==> src/rtl/fifo_rd_gearbox_pkg.sv <==
// Shared definitions for the FIFO read-side gearbox.
//   gb_state_t : FSM encoding (FILL accumulates lanes, HOLD parks a closed beat)
//   cnt_w()    : lane-counter width for a given lane ratio
package fifo_rd_gearbox_pkg;

  typedef enum logic {
    FILL = 1'b0,
    HOLD = 1'b1
  } gb_state_t;

  function automatic int cnt_w(input int ratio);
    return (ratio > 1) ? $clog2(ratio) : 1;
  endfunction

endpackage

==> src/rtl/stream_out_reg.sv <==
// Valid/ready output register: loads a payload, holds it stable while the
// consumer stalls, and drops valid on accept when nothing new loads.
// Ports:
//   clk, rst          : clock, synchronous active-high reset
//   load, load_data   : load a new payload (only asserted when free=1)
//   out_ready         : consumer ready
//   out_valid/out_data: registered stream output
//   free              : register can take a payload at this edge
module stream_out_reg #(
  parameter int W = 8
) (
  input  logic         clk,
  input  logic         rst,
  input  logic         load,
  input  logic [W-1:0] load_data,
  input  logic         out_ready,
  output logic         out_valid,
  output logic [W-1:0] out_data,
  output logic         free
);

  assign free = !out_valid || out_ready;

  always_ff @(posedge clk) begin
    if (rst) begin
      out_valid <= 1'b0;
      out_data  <= '0;
    end else if (load) begin
      out_valid <= 1'b1;
      out_data  <= load_data;
    end else if (out_valid && out_ready) begin
      out_valid <= 1'b0;
    end
  end

endmodule

==> src/rtl/fifo_rd_gearbox.sv <==
// Read-side width converter: pops DATA_SIZE-bit words from a FIFO and packs
// RATIO of them into one beat on a valid/ready stream. flush closes a partial
// beat (marked last, lane mask in out_keep).
// Ports:
//   rd_clk, rd_rst          : clock, synchronous active-high reset
//   fifo_empty/fifo_rd_data : FIFO read port, fifo_rd_en pops at the edge
//   flush                   : close the current partial beat
//   out_valid/out_ready     : output handshake
//   out_data/out_keep/out_last : beat payload, lane 0 = first-popped word
module fifo_rd_gearbox
  import fifo_rd_gearbox_pkg::*;
#(
  parameter int DATA_SIZE = 8,
  parameter int RATIO     = 4
) (
  input  logic                      rd_clk,
  input  logic                      rd_rst,
  input  logic                      fifo_empty,
  input  logic [DATA_SIZE-1:0]      fifo_rd_data,
  output logic                      fifo_rd_en,
  input  logic                      flush,
  output logic                      out_valid,
  input  logic                      out_ready,
  output logic [DATA_SIZE*RATIO-1:0] out_data,
  output logic [RATIO-1:0]          out_keep,
  output logic                      out_last
);

  localparam int CNT_W = cnt_w(RATIO);
  localparam int OW    = DATA_SIZE * RATIO;
  localparam int PW    = OW + RATIO + 1;
  localparam logic [CNT_W-1:0] LAST_LANE = CNT_W'(RATIO - 1);

  gb_state_t                         state, state_nxt;
  logic [RATIO-1:0][DATA_SIZE-1:0]   acc, acc_nxt, beat_data;
  logic [RATIO-1:0]                  acc_keep, keep_nxt, beat_keep;
  logic                              acc_last, last_nxt, beat_last;
  logic [CNT_W-1:0]                  cnt, cnt_nxt;
  logic                              pop, full_close, flush_close;
  logic                              load, free;
  logic [PW-1:0]                     out_payload;

  // Pop strobe depends only on state, empty and reset: no ready/flush path.
  assign fifo_rd_en = (state == FILL) && !fifo_empty && !rd_rst;
  assign pop        = fifo_rd_en;

  always_comb begin
    state_nxt   = state;
    acc_nxt     = acc;
    keep_nxt    = acc_keep;
    last_nxt    = acc_last;
    cnt_nxt     = cnt;
    load        = 1'b0;
    full_close  = 1'b0;
    flush_close = 1'b0;
    beat_data   = acc;
    beat_keep   = acc_keep;
    beat_last   = acc_last;
    case (state)
      FILL: begin
        // beat_* is the accumulator with this cycle's pop merged in.
        if (pop) begin
          beat_data[cnt] = fifo_rd_data;
          beat_keep[cnt] = 1'b1;
        end
        full_close  = pop && (cnt == LAST_LANE);
        flush_close = flush && ((cnt != '0) || pop);
        if (flush_close) beat_last = 1'b1;
        if (full_close || flush_close) begin
          cnt_nxt = '0;
          if (free) begin
            load     = 1'b1;
            acc_nxt  = '0;
            keep_nxt = '0;
            last_nxt = 1'b0;
          end else begin
            acc_nxt   = beat_data;
            keep_nxt  = beat_keep;
            last_nxt  = beat_last;
            state_nxt = HOLD;
          end
        end else if (pop) begin
          acc_nxt  = beat_data;
          keep_nxt = beat_keep;
          cnt_nxt  = cnt + CNT_W'(1);
        end
      end
      HOLD: begin
        // A flush arriving on the exit cycle still marks the held beat last.
        if (flush) beat_last = 1'b1;
        if (free) begin
          load      = 1'b1;
          acc_nxt   = '0;
          keep_nxt  = '0;
          last_nxt  = 1'b0;
          state_nxt = FILL;
        end else begin
          last_nxt = beat_last;
        end
      end
      default: state_nxt = FILL;
    endcase
  end

  always_ff @(posedge rd_clk) begin
    if (rd_rst) begin
      state    <= FILL;
      acc      <= '0;
      acc_keep <= '0;
      acc_last <= 1'b0;
      cnt      <= '0;
    end else begin
      state    <= state_nxt;
      acc      <= acc_nxt;
      acc_keep <= keep_nxt;
      acc_last <= last_nxt;
      cnt      <= cnt_nxt;
    end
  end

  stream_out_reg #(.W(PW)) u_out (
    .clk       (rd_clk),
    .rst       (rd_rst),
    .load      (load),
    .load_data ({beat_last, beat_keep, beat_data}),
    .out_ready (out_ready),
    .out_valid (out_valid),
    .out_data  (out_payload),
    .free      (free)
  );

  assign out_data = out_payload[OW-1:0];
  assign out_keep = out_payload[OW+RATIO-1:OW];
  assign out_last = out_payload[PW-1];

endmodule

==> config.mk <==
export PLATFORM = sky130hd
export DESIGN_NAME = fifo_rd_gearbox
export DESIGN_NICKNAME = d
export VERILOG_FILES = /design/src/rtl/fifo_rd_gearbox_pkg.sv /design/src/rtl/stream_out_reg.sv /design/src/rtl/fifo_rd_gearbox.sv
export SDC_FILE = /design/constraint.sdc
export NUM_CORES = 1
export LEC_CHECK = 0
export CORE_MARGIN = 2
export CORE_UTILIZATION = 54
export DETAILED_ROUTE_END_ITERATION = 10
export HOLD_SLACK_MARGIN = 0.06
export PLACE_DENSITY = 0.8
export SLEW_MARGIN = 40
export SYNTH_ARGS = -nofsm -noshare
export SYNTH_HDL_FRONTEND = slang
export SYNTH_HIERARCHICAL = 1
export SYNTH_SLANG_ARGS = --single-unit
==> constraint.sdc <==
create_clock -name rd_clk -period 2.7 [get_ports rd_clk]
set_clock_uncertainty 0.15 [all_clocks]
set_input_delay 0.405 -clock rd_clk [delete_from_list [all_inputs] [get_ports rd_clk]]
set_output_delay 0.405 -clock rd_clk [all_outputs]
set_load 0.05 [all_outputs]
* After elaboration in Yosys (flattened, before gate mapping)
Index checks and enable logic that the tools add are counted.
W data, S select, Z words.
** Word-level totals
- Input port bits :: 13
- Output and inout port bits :: 39
- Logic and storage cells :: 72
- Register bits :: 78
** Cells by class
- Bitwise gates (word level) :: 2
- Add/subtract/negate cells :: 1
- $lt $le $gt $ge :: 2
- Multiplexer cells :: 36
- Reductions and logical operators :: 17
- Equal/unequal tests :: 4
** Operators by type and width (number)
- $mux W32 :: 6
- $pmux W32 S2 :: 1
- $bwmux W32 :: 1
- $mux W4 :: 6
- $demux W8 S2 :: 1
- $mux W1 :: 12
- $mux W8 :: 1
- $pmux W1 S2 :: 4
- $pmux W4 S2 :: 1
- $logic_and A1 B1 Y1 :: 6
- $reduce_bool A2 Y1 :: 3
- $mux W2 :: 2
- $ne A2 B1 Y1 const B :: 2
- $or A4 B4 Y4 :: 1
- $reduce_and A2 Y1 :: 2
- $logic_not A1 Y1 :: 3
- $logic_or A1 B1 Y1 :: 3
- $lt A2 B3 Y1 const B :: 1
- $ne A3 B2 Y1 const B :: 1
- $add A2 B1 Y2 const B :: 1
- $demux W1 S2 :: 1
- $eq A2 B2 Y1 const B :: 1
- $ge A2 B1 Y1 const B :: 1
- $not A1 Y1 :: 1

* Logic depth before layout (Yosys ltp)
Gate-level depths: netlist (run 1).
- Word-level depth :: 9
- Gate-level depth with buffers :: 10
- Mapped depth without buffers :: 7

* Modules after synthesis
Netlist (run 1), hierarchy kept.
** By module, submodules not included
- fifo_rd_gearbox :: sequential area each 800.8 um^2, area each 2100.8 um^2, cells each 196, times used 1
- stream_out_reg :: sequential area each 760.7 um^2, area each 1361.3 um^2, cells each 123, times used 1

* Least setup slack after synthesis (run 1)
No wires, ideal clock.
- Kind :: register to register
- Start :: register u_out.out_valid
- End :: register u_out.out_data[22]
- Required time :: 2.422 ns
- Path buffers :: 2
- Data arrival time :: 2.064 ns
- Cell stages (with the launch flop) :: 9
- Setup time :: 0.128 ns
- Slack :: 0.358 ns
- Period minus slack after synthesis :: 2.342 ns
- Cell sequence :: dfxtp_1 -> nand2b_1 -> o21a_1 -> and3_1 -> or2_2 -> buf_6 -> buf_12 -> mux2i_1 -> nor2_1
** Between the ends
- Word-level cells in the longest chain between the ends :: 5
** Ends and longest elaborated chain
- start: declaration :: RTL line stream_out_reg.sv:17 : output logic out_valid,
- start signal: assignment :: RTL line stream_out_reg.sv:26 : out_valid <= 1'b0;
- start signal: assignment :: RTL line stream_out_reg.sv:29 : out_valid <= 1'b1;
- start signal: assignment :: RTL line stream_out_reg.sv:32 : out_valid <= 1'b0;
- $logic_not A1 Y1 * :: RTL line stream_out_reg.sv:22 : assign free = !out_valid || out_ready;
- $logic_or A1 B1 Y1 * :: RTL line stream_out_reg.sv:22
- named net free :: RTL line fifo_rd_gearbox.sv:40 : logic load, free;
- $mux W1 * :: RTL line fifo_rd_gearbox.sv:71, fifo_rd_gearbox.sv:91
- $mux W1 :: RTL line fifo_rd_gearbox.sv:69 : if (full_close || flush_close) begin
- $pmux W1 S2 * :: RTL line fifo_rd_gearbox.sv:59 : case (state)
- named net load :: RTL line fifo_rd_gearbox.sv:40
- end signal: assignment :: RTL line stream_out_reg.sv:30 : out_data <= load_data;
- end: declaration :: RTL line stream_out_reg.sv:18 : output logic [W-1:0] out_data,
Mark *: on every way through the listed nets, which the timed path passes. The rest lies on a longest branch.
A chain may end at the register's enable or synchronous reset.

* Worst setup path in the final report (run 1)
- Start :: register cnt[0]
- End :: register acc[23] in the netlist's numbering
** Between the ends
- Word-level cells in the longest chain between the ends :: 9
- Elaborated cells between the ends (all ways) :: 19
- Classes of those cells :: 2 x order compare; 2 x eq/ne; 8 x mux; 7 x reduce/logical
** Ends and longest elaborated chain
- start: declaration :: RTL line fifo_rd_gearbox.sv:38 : logic [CNT_W-1:0] cnt, cnt_nxt;
- start signal: assignment :: RTL line fifo_rd_gearbox.sv:117 : cnt <= cnt_nxt;
- $lt A2 B3 Y1 (implied by the code) or $ge A2 B1 Y1 (tied branches) :: RTL line fifo_rd_gearbox.sv:63 : beat_data[cnt] = fifo_rd_data;
- $logic_and A1 B1 Y1 (implied by the code) :: RTL line fifo_rd_gearbox.sv:63
- $mux W8 (implied by the code) :: RTL line fifo_rd_gearbox.sv:63
- $demux W8 S2 :: RTL line fifo_rd_gearbox.sv:63
- $bwmux W32 :: RTL line fifo_rd_gearbox.sv:63
- $mux W32 :: RTL line fifo_rd_gearbox.sv:62 : if (pop) begin
- $mux W32 (on tied branches) :: RTL line fifo_rd_gearbox.sv:82, fifo_rd_gearbox.sv:71
- $mux W32 :: RTL line fifo_rd_gearbox.sv:69
- $pmux W32 S2 :: RTL line fifo_rd_gearbox.sv:59
- end signal: assignment :: RTL line fifo_rd_gearbox.sv:114 : acc <= acc_nxt;
- end: declaration :: RTL line fifo_rd_gearbox.sv:35 : logic [RATIO-1:0][DATA_SIZE-1:0] acc, acc_nxt, beat_data;
Parallel ways exist; a longest one is shown, timed or not. The select of a mux whose other input is x is not followed.

==> results of run 1 <==
[logic make-up (layout without fill, tap and decap cells)]
logic type | Yosys count | in the layout | synth area share
multiplexers | 69 | 69 | 0.211
flip-flops | 78 | 78 | 0.451
adder cells (fa/ha/maj) | 8 | 8 | 0.0289
buffers and inverters | 21 | 80 | 0.0434
AND/OR/NAND/NOR | 94 | 94 | 0.137
AO/OA/AOI/OAI | 49 | 49 | 0.129
[worst paths after layout]
check	startpoint	endpoint	slack (ps)	depth (start not counted)
min reg2reg	acc_keep[1]	acc_keep[1]	300	1
max	cnt[0]	acc[23]	290	7
min	acc_keep[1]	acc_keep[1]	300	1
max reg2reg	cnt[0]	acc[23]	290	7
[registers in the layout, indices dropped and copies added, names as in the netlist]
register         flops
u_out/out_data      37
acc_last             1
acc_keep             4
acc                 32
u_out/out_valid      1
state                1
cnt                  2
[cell usage in the layout, fill, tap and decap left out, types with 2 or more instances in the layout]
master,netlist,final
sky130_fd_sc_hd__a21o_1,6,6
sky130_fd_sc_hd__a21oi_1,3,3
sky130_fd_sc_hd__a22o_1,21,21
sky130_fd_sc_hd__a32o_1,9,9
sky130_fd_sc_hd__and2_1,4,4
sky130_fd_sc_hd__and3_1,3,3
sky130_fd_sc_hd__buf_12,2,3
sky130_fd_sc_hd__buf_4,3,7
sky130_fd_sc_hd__clkbuf_8,0,11
sky130_fd_sc_hd__clkdlybuf4s50_1,0,49
sky130_fd_sc_hd__clkinvlp_4,0,2
sky130_fd_sc_hd__dfxtp_1,78,78
sky130_fd_sc_hd__ha_1,8,8
sky130_fd_sc_hd__inv_1,3,3
sky130_fd_sc_hd__inv_2,2,2
sky130_fd_sc_hd__mux2_2,32,32
sky130_fd_sc_hd__mux2i_1,37,37
sky130_fd_sc_hd__nand2_1,11,11
sky130_fd_sc_hd__nand2b_1,5,5
sky130_fd_sc_hd__nand3_1,14,14
sky130_fd_sc_hd__nor2_1,43,43
sky130_fd_sc_hd__nor3_2,3,3
sky130_fd_sc_hd__o21a_1,2,2
sky130_fd_sc_hd__or2_2,4,4
[layout make-up]
cell class                 count  area (um2)
tap                           77        96.3
clock buffer                  12         155
clock inverter                 3        20.0
timing repair buffer          60         608
multi-input combinational    220        1750
fill                         495        2070
inverter                       5        18.8
sequential                    78        1560
[per-layer routing]
| layer | up-vias | track usage |
|---|---|---|
| li1 | 1249 | - |
| met5 | - | 0 |
| met3 | 11 | 0.0326 |
| met4 | 0 | 0.104 |
| met2 | 66 | 0.349 |
| met1 | 1262 | 0.296 |
[worst register-to-register path, delay by kind of cell (launching register included)]
family / cells / cell delay (ps)
compound gates: 3 / 950
flops: 1 / 440
buf+inv: 2 / 340
fa+ha+maj: 1 / 260
simple gates: 1 / 220
[metrics by stage]
step | total power, uW | util | std cells | setup slack [ps] | hold slack [ps]
floorplan | 1380 | - | 319 | 358 | 268
detailed placement | 1450 | 0.643 | 440 | 154 | 283
CTS | 2230 | 0.671 | 455 | 310 | 300
global placement | 1450 | 0.643 | 440 | 242 | 279
finish | 2220 | 0.671 | 455 | 286 | 297
global route | 2300 | 0.671 | 455 | 151 | 312
[power breakdown]
part           leakage, uW  internal (uW)  total, uW  switching [uW]
combinational     0.000968            108        256             149
clock            0.0000845            378        790             413
sequential        0.000629           1160       1170            8.84
==> results.tsv, run 1 <==
stage	metric	value	unit
floorplan	Top-Level Pins	52	
route	wire per inst	16.5	um
critical_path	required time worst endpoint	2840	ps
critical_path	largest incremental delay on the critical path	550	ps
clocking	post-cts resize count	0	
pwr	static leakage	0.00168	uW
logic_synthesis	most common cell in the netlist	sky130_fd_sc_hd__dfxtp_1	
logic_synthesis	Yosys Warn Count	6	
logic_synthesis	instance count of the mapped netlist	319	
placed_design	count of port buffers added during placement	51	
timing	hold violation total from the final report	0	
logic_synthesis	sequential cell area fraction in the yosys report	0.451	
final_layout	area growth from synthesis to layout	21.6	%
route	Final Routed Wirelength	7.49	mm
route	count of unresolved DRC violations after routing	0	
critical_path	CP max stage cell	sky130_fd_sc_hd__a2111oi_4	
timing	normalized max-slew margin	0.621	
timing	# setup viols final	0	
route	via count of the routed design	2588	
logic_synthesis	synthesized area	0.00346	mm2
timing	final-report max-slew violation count	0	
floorplan	die boundary width	84.1	um
floorplan	Site Rows	29	
global_routing	largest net degree at the start of global routing	50	
clocking	buffers inserted during post-CTS setup optimization	0	
floorplan	Chip Height	84.1	um
floorplan	Starting Density	0.552	
logic_synthesis	Avg Synthesized Cell Area	10.9	um2
placed_design	half-perimeter wire length of the detailed placement result	5.09	mm
logic_synthesis	share of synthesized registers carrying an async set or reset	0	
floorplan	Placeable Area	0.00628	mm2
global_routing	wire length of the first global-routing pass	12.3	mm
timing	minimum period implied by the final worst setup slack	2410	ps
critical_path	CP top delay family	compound AO/OA/AOI/OAI gates	
timing	setup repair after global routing missed its margin	false	
global_routing	number of antenna violations at the first check in global routing	0	
critical_path	critical path cell sequence	inv_1, ha_1, nand2b_1, buf_4, a2111oi_4, a22o_2, a32o_1	
final_layout	number of inserted diodes	0	
logic_synthesis	Post-synth EDFFs	0	
route	DR vias/cell	5.69	
clocking	source-to-sink clock delay at the later pin of the worst-skew pair	350	ps
critical_path	arrival time of the worst setup path	2560	ps
clocking	CTS tree	yes	
placed_design	final weighted congestion in routability-driven placement	0.844	
clocking	maximum number of buffers from clock root to sink	2	
logic_synthesis	net count after synthesis	340	
logic_synthesis	Unique masters post-synth	40	
route	residual antenna-violating net count after detailed routing	0	
clocking	CTS H-tree depth	3	
global_routing	number of global-route vias before repair	2503	
pwr	Max rail drop VDD	0.307	mV
run	Maximum Capacitance Violations	0	
logic_synthesis	leading cell types by total area after synthesis	sky130_fd_sc_hd__dfxtp_1 (45%), sky130_fd_sc_hd__mux2i_1 (11%), sky130_fd_sc_hd__mux2_2 (10%)	
final_layout	final layout net count	395	
critical_path	startpoint types	flip-flop	
final_layout	post-route cell area	0.00421	mm2
placed_design	DP Area	0.00404	mm2
critical_path	category of the critical setup timing path	reg2reg	
route	routed wl met2	3.55	mm
critical_path	critical path fanouts, max	6	
pwr	Pwr per Cell Area	527	mW/mm2
floorplan	die outline area	0.00707	mm2
logic_synthesis	most instantiated cells after synthesis	sky130_fd_sc_hd__dfxtp_1 (78), sky130_fd_sc_hd__nor2_1 (43), sky130_fd_sc_hd__mux2i_1 (37)	
final_layout	share of cells above drive strength 1	0.198	
hold_path	type of the most critical hold path	reg2reg	
logic_synthesis	flops & latches, synth	78	
route	highest routed metal layer	met4	
run_status	run status	completed	
route	met3 layer wire length in the routed design	306	um
critical_path	Bufs and invs on worst path	2	
route	total iterations of the first detailed-routing run	5	
global_routing	total grt overflow	0	
critical_path	crit end category	flip-flop	
global_routing	total routing resource utilization after global routing	0.221	
timing	final critical-path share of the clock period	0.894	
clocking	buffer cell driving the clock tree root	sky130_fd_sc_hd__clkbuf_8	
timing	final setup TNS	0	ps
timing	worst-margin pin slew	568	ps
logic_synthesis	top cell type by total area after synthesis	sky130_fd_sc_hd__dfxtp_1	
clocking	total of hold buffers inserted after clock tree synthesis	0	
clocking	number of buffers created by CTS	9	
route	drt initial violations	214	
clocking	total clock sinks	78	
clocking	clock slew seen by the registers of the worst setup and hold paths	80	ps
route	length of routed wiring on met1	3.50	mm
logic_synthesis	Primary FF master, synth	sky130_fd_sc_hd__dfxtp_1	
timing	Max Clk Rate	414	MHz
logic_synthesis	proportion of netlist area held by the largest area contributor	0.451	
No activity file was read; power rests on OpenSTA's default activity.
==> run 2, diff against run 1 <==
--- a/config.mk
+++ b/config.mk
@@ -5,7 +5,7 @@
 export SDC_FILE = /design/constraint.sdc
 export NUM_CORES = 1
 export LEC_CHECK = 0
-export CORE_MARGIN = 2
+export CORE_MARGIN = 5
 export CORE_UTILIZATION = 54
 export DETAILED_ROUTE_END_ITERATION = 10
 export HOLD_SLACK_MARGIN = 0.06
==> results.tsv, run 2 (same netlist as run 1, synthesis figures left out) <==
stage	metric	value	unit	change
global_routing	largest net degree at the start of global routing	50		unchanged
final_layout	flip-flop count of the largest register, all copies and words added	37		unchanged
floorplan	Site Rows	29		unchanged
route	total iterations of the first detailed-routing run	4		was 5
critical_path	critical path cell sequence	inv_1, ha_1, nand2b_1, buf_4, a2111oi_4, a22o_4, a22o_1		was inv_1, ha_1, nand2b_1, buf_4, a2111oi_4, a22o_2, a32o_1
critical_path	arrival time of the worst setup path	2590	ps	was 2560 ps
pwr	Clock Power Share	0.397		was 0.356
timing	minimum period implied by the final worst setup slack	2460	ps	was 2410 ps
timing	normalized max-slew margin	0.627		was 0.621
clocking	maximum number of buffers from clock root to sink	2		unchanged
final_layout	post-route cell area	0.00429	mm2	was 0.00421 mm2
critical_path	total stage count of the critical path	7		unchanged
timing	final setup TNS	0	ps	unchanged
clocking	CTS tree	yes		unchanged
final_layout	number of inserted diodes	0		unchanged
floorplan	die outline area	0.00811	mm2	was 0.00707 mm2
final_layout	final layout net count	399		was 395
final_layout	area growth from synthesis to layout	24.0	%	was 21.6%
final_layout	most frequent standard cell in the layout excluding fill and tap cells	sky130_fd_sc_hd__dfxtp_1		unchanged
critical_path	Bufs and invs on worst path	2		unchanged
route	Final Routed Wirelength	7.85	mm	was 7.49 mm
clocking	CTS H-tree depth	3		unchanged
final_layout	Non-Filler Instances	460		was 455
final_layout	sequential cell area	0.00156	mm2	unchanged
floorplan	Placeable Area	0.00628	mm2	unchanged
floorplan	die boundary width	90.1	um	was 84.1 um
placed_design	count of port buffers added during placement	51		unchanged
clocking	number of buffers created by CTS	9		unchanged
route	via count of the routed design	2590		was 2588
final_layout	Filler cells	503		was 495
run	Maximum Capacitance Violations	0		unchanged
clocking	total of hold buffers inserted after clock tree synthesis	0		unchanged
critical_path	category of the critical setup timing path	reg2reg		unchanged
clocking	post-cts resize count	0		unchanged
clocking	clock slew seen by the registers of the worst setup and hold paths	70	ps	was 80 ps
pwr	Int Power	1820	uW	was 1650 uW
placed_design	final weighted congestion in routability-driven placement	0.925		was 0.844
critical_path	CP top delay family	compound AO/OA/AOI/OAI gates		unchanged
floorplan	Top-Level Pins	52		unchanged
global_routing	number of global-route vias before repair	2539		was 2503
pwr	Net Sw Power	565	uW	was 570 uW
pwr	share of total power in sequential cells	0.491		was 0.528
route	wire per inst	17.1	um	was 16.5 um
placed_design	half-perimeter wire length of the detailed placement result	5.41	mm	was 5.09 mm
final_layout	register containing the most flip-flops in the final layout	u_out/out_data		unchanged
route	residual antenna-violating net count after detailed routing	0		unchanged
timing	# setup viols final	0		unchanged
timing	final-report max-slew violation count	0		unchanged
pwr	Max rail drop VDD	0.406	mV	was 0.307 mV
pwr	sum of internal, switching and leakage power	2390	uW	was 2220 uW
critical_path	critical path fanouts, max	7		was 6
clocking	buffer cell driving the clock tree root	sky130_fd_sc_hd__clkbuf_8		unchanged
critical_path	CP max stage cell	sky130_fd_sc_hd__a2111oi_4		unchanged
final_layout	share of cells above drive strength 1	0.206		was 0.198
critical_path	largest incremental delay on the critical path	550	ps	about the same
floorplan	Chip Height	90.1	um	was 84.1 um
final_layout	commonest cells after routing, fill and taps aside	sky130_fd_sc_hd__dfxtp_1 (78), sky130_fd_sc_hd__clkdlybuf4s50_1 (49), sky130_fd_sc_hd__nor2_1 (43)		unchanged
pwr	Pwr per Cell Area	556	mW/mm2	was 527 mW/mm2
global_routing	total routing resource utilization after global routing	0.196		was 0.221
route	drt initial violations	123		was 214
critical_path	reg2reg path depth	7		unchanged
placed_design	# placed instances	444		was 440
floorplan	Starting Density	0.552		unchanged
timing	final critical-path share of the clock period	0.910		was 0.894
global_routing	number of antenna violations at the first check in global routing	0		unchanged
clocking	buffers inserted during post-CTS setup optimization	0		unchanged
pwr	combinational share of power	0.112		was 0.116
global_routing	total grt overflow	0		unchanged
route	count of unresolved DRC violations after routing	0		unchanged
timing	setup repair after global routing missed its margin	false		unchanged
run_status	run status	completed		unchanged
critical_path	required time worst endpoint	2830	ps	was 2840 ps
clocking	total clock sinks	78		unchanged
final_layout	final standard cell utilization of the core	0.684		was 0.671
pwr	static leakage	0.00173	uW	was 0.00168 uW
clocking	source-to-sink clock delay at the later pin of the worst-skew pair	340	ps	was 350 ps
route	DR vias/cell	5.63		was 5.69
hold_path	type of the most critical hold path	reg2reg		unchanged
global_routing	wire length of the first global-routing pass	12.9	mm	was 12.3 mm
final_layout	largest registers	u_out/out_data x37, acc x32, acc_keep x4		unchanged
timing	Max Clk Rate	407	MHz	was 414 MHz
hold_path	count of cells along the worst hold path	1		unchanged
critical_path	startpoint types	flip-flop		unchanged
final_layout	total area of multi-input combinational cells	0.00175	mm2	unchanged
pwr	Sw Ratio	0.237		was 0.257
timing	worst-margin pin slew	559	ps	was 568 ps
timing	hold violation total from the final report	0		unchanged
critical_path	crit end category	flip-flop		unchanged
placed_design	DP Area	0.00408	mm2	was 0.00404 mm2
## run 2: path summary, 6_finish.rpt
kind | slack (ps) | start | endpoint
worst max-delay path | 240 | cnt[0] | acc[26]
worst min register to register | 300 | acc_keep[1] | acc_keep[1]
worst max register to register | 240 | cnt[0] | acc[26]
worst min-delay path | 300 | acc_keep[1] | acc_keep[1]
## run 2: worst reg2reg max path, cell delays in order, from the launching register on
cell and delay (ps):
sky130_fd_sc_hd__dfxtp_1 450, sky130_fd_sc_hd__inv_1 160, sky130_fd_sc_hd__ha_1 280, sky130_fd_sc_hd__nand2b_1 230, sky130_fd_sc_hd__buf_4 180, sky130_fd_sc_hd__a2111oi_4 550
sky130_fd_sc_hd__a22o_4 250, sky130_fd_sc_hd__a22o_1 150
## run 2: per-stage QoR
stage	hold slack (ps)	setup WS [ps]
final	300	244
after global placement	277	112
after floorplan	268	358
after CTS	303	281
after detailed placement	286	60.8
after global routing	319	120
## run 2: power by group through the flow
stage                     sequential [uW]  clock, uW  combinational, uW
after CTS                            1170        964                267
after global routing                 1180       1030                284
after detailed placement             1200          0                265
after floorplan                      1220          0                156
after global placement               1200          0                262
final                                1170        947                267
## run 2: layout make-up
type / instances / share of cell area
Clock inverter: 4 / 0.0163
Tap cell: 77 / 0.0224
Sequential cell: 78 / 0.364
Timing Repair Buffer: 64 / 0.152
Inverter: 5 / 0.00437
Clock buffer: 12 / 0.0338
Multi-Input combinational cell: 220 / 0.408
## run 2: metal layers
metal | up-vias | global-route usage | routed length (um)
li1 | 1262 | - | -
met2 | 60 | 0.310 | 3800
met4 | 0 | 0.0682 | 108
met1 | 1259 | 0.258 | 3590
met3 | 9 | 0.0509 | 346
met5 | - | 0 | 0
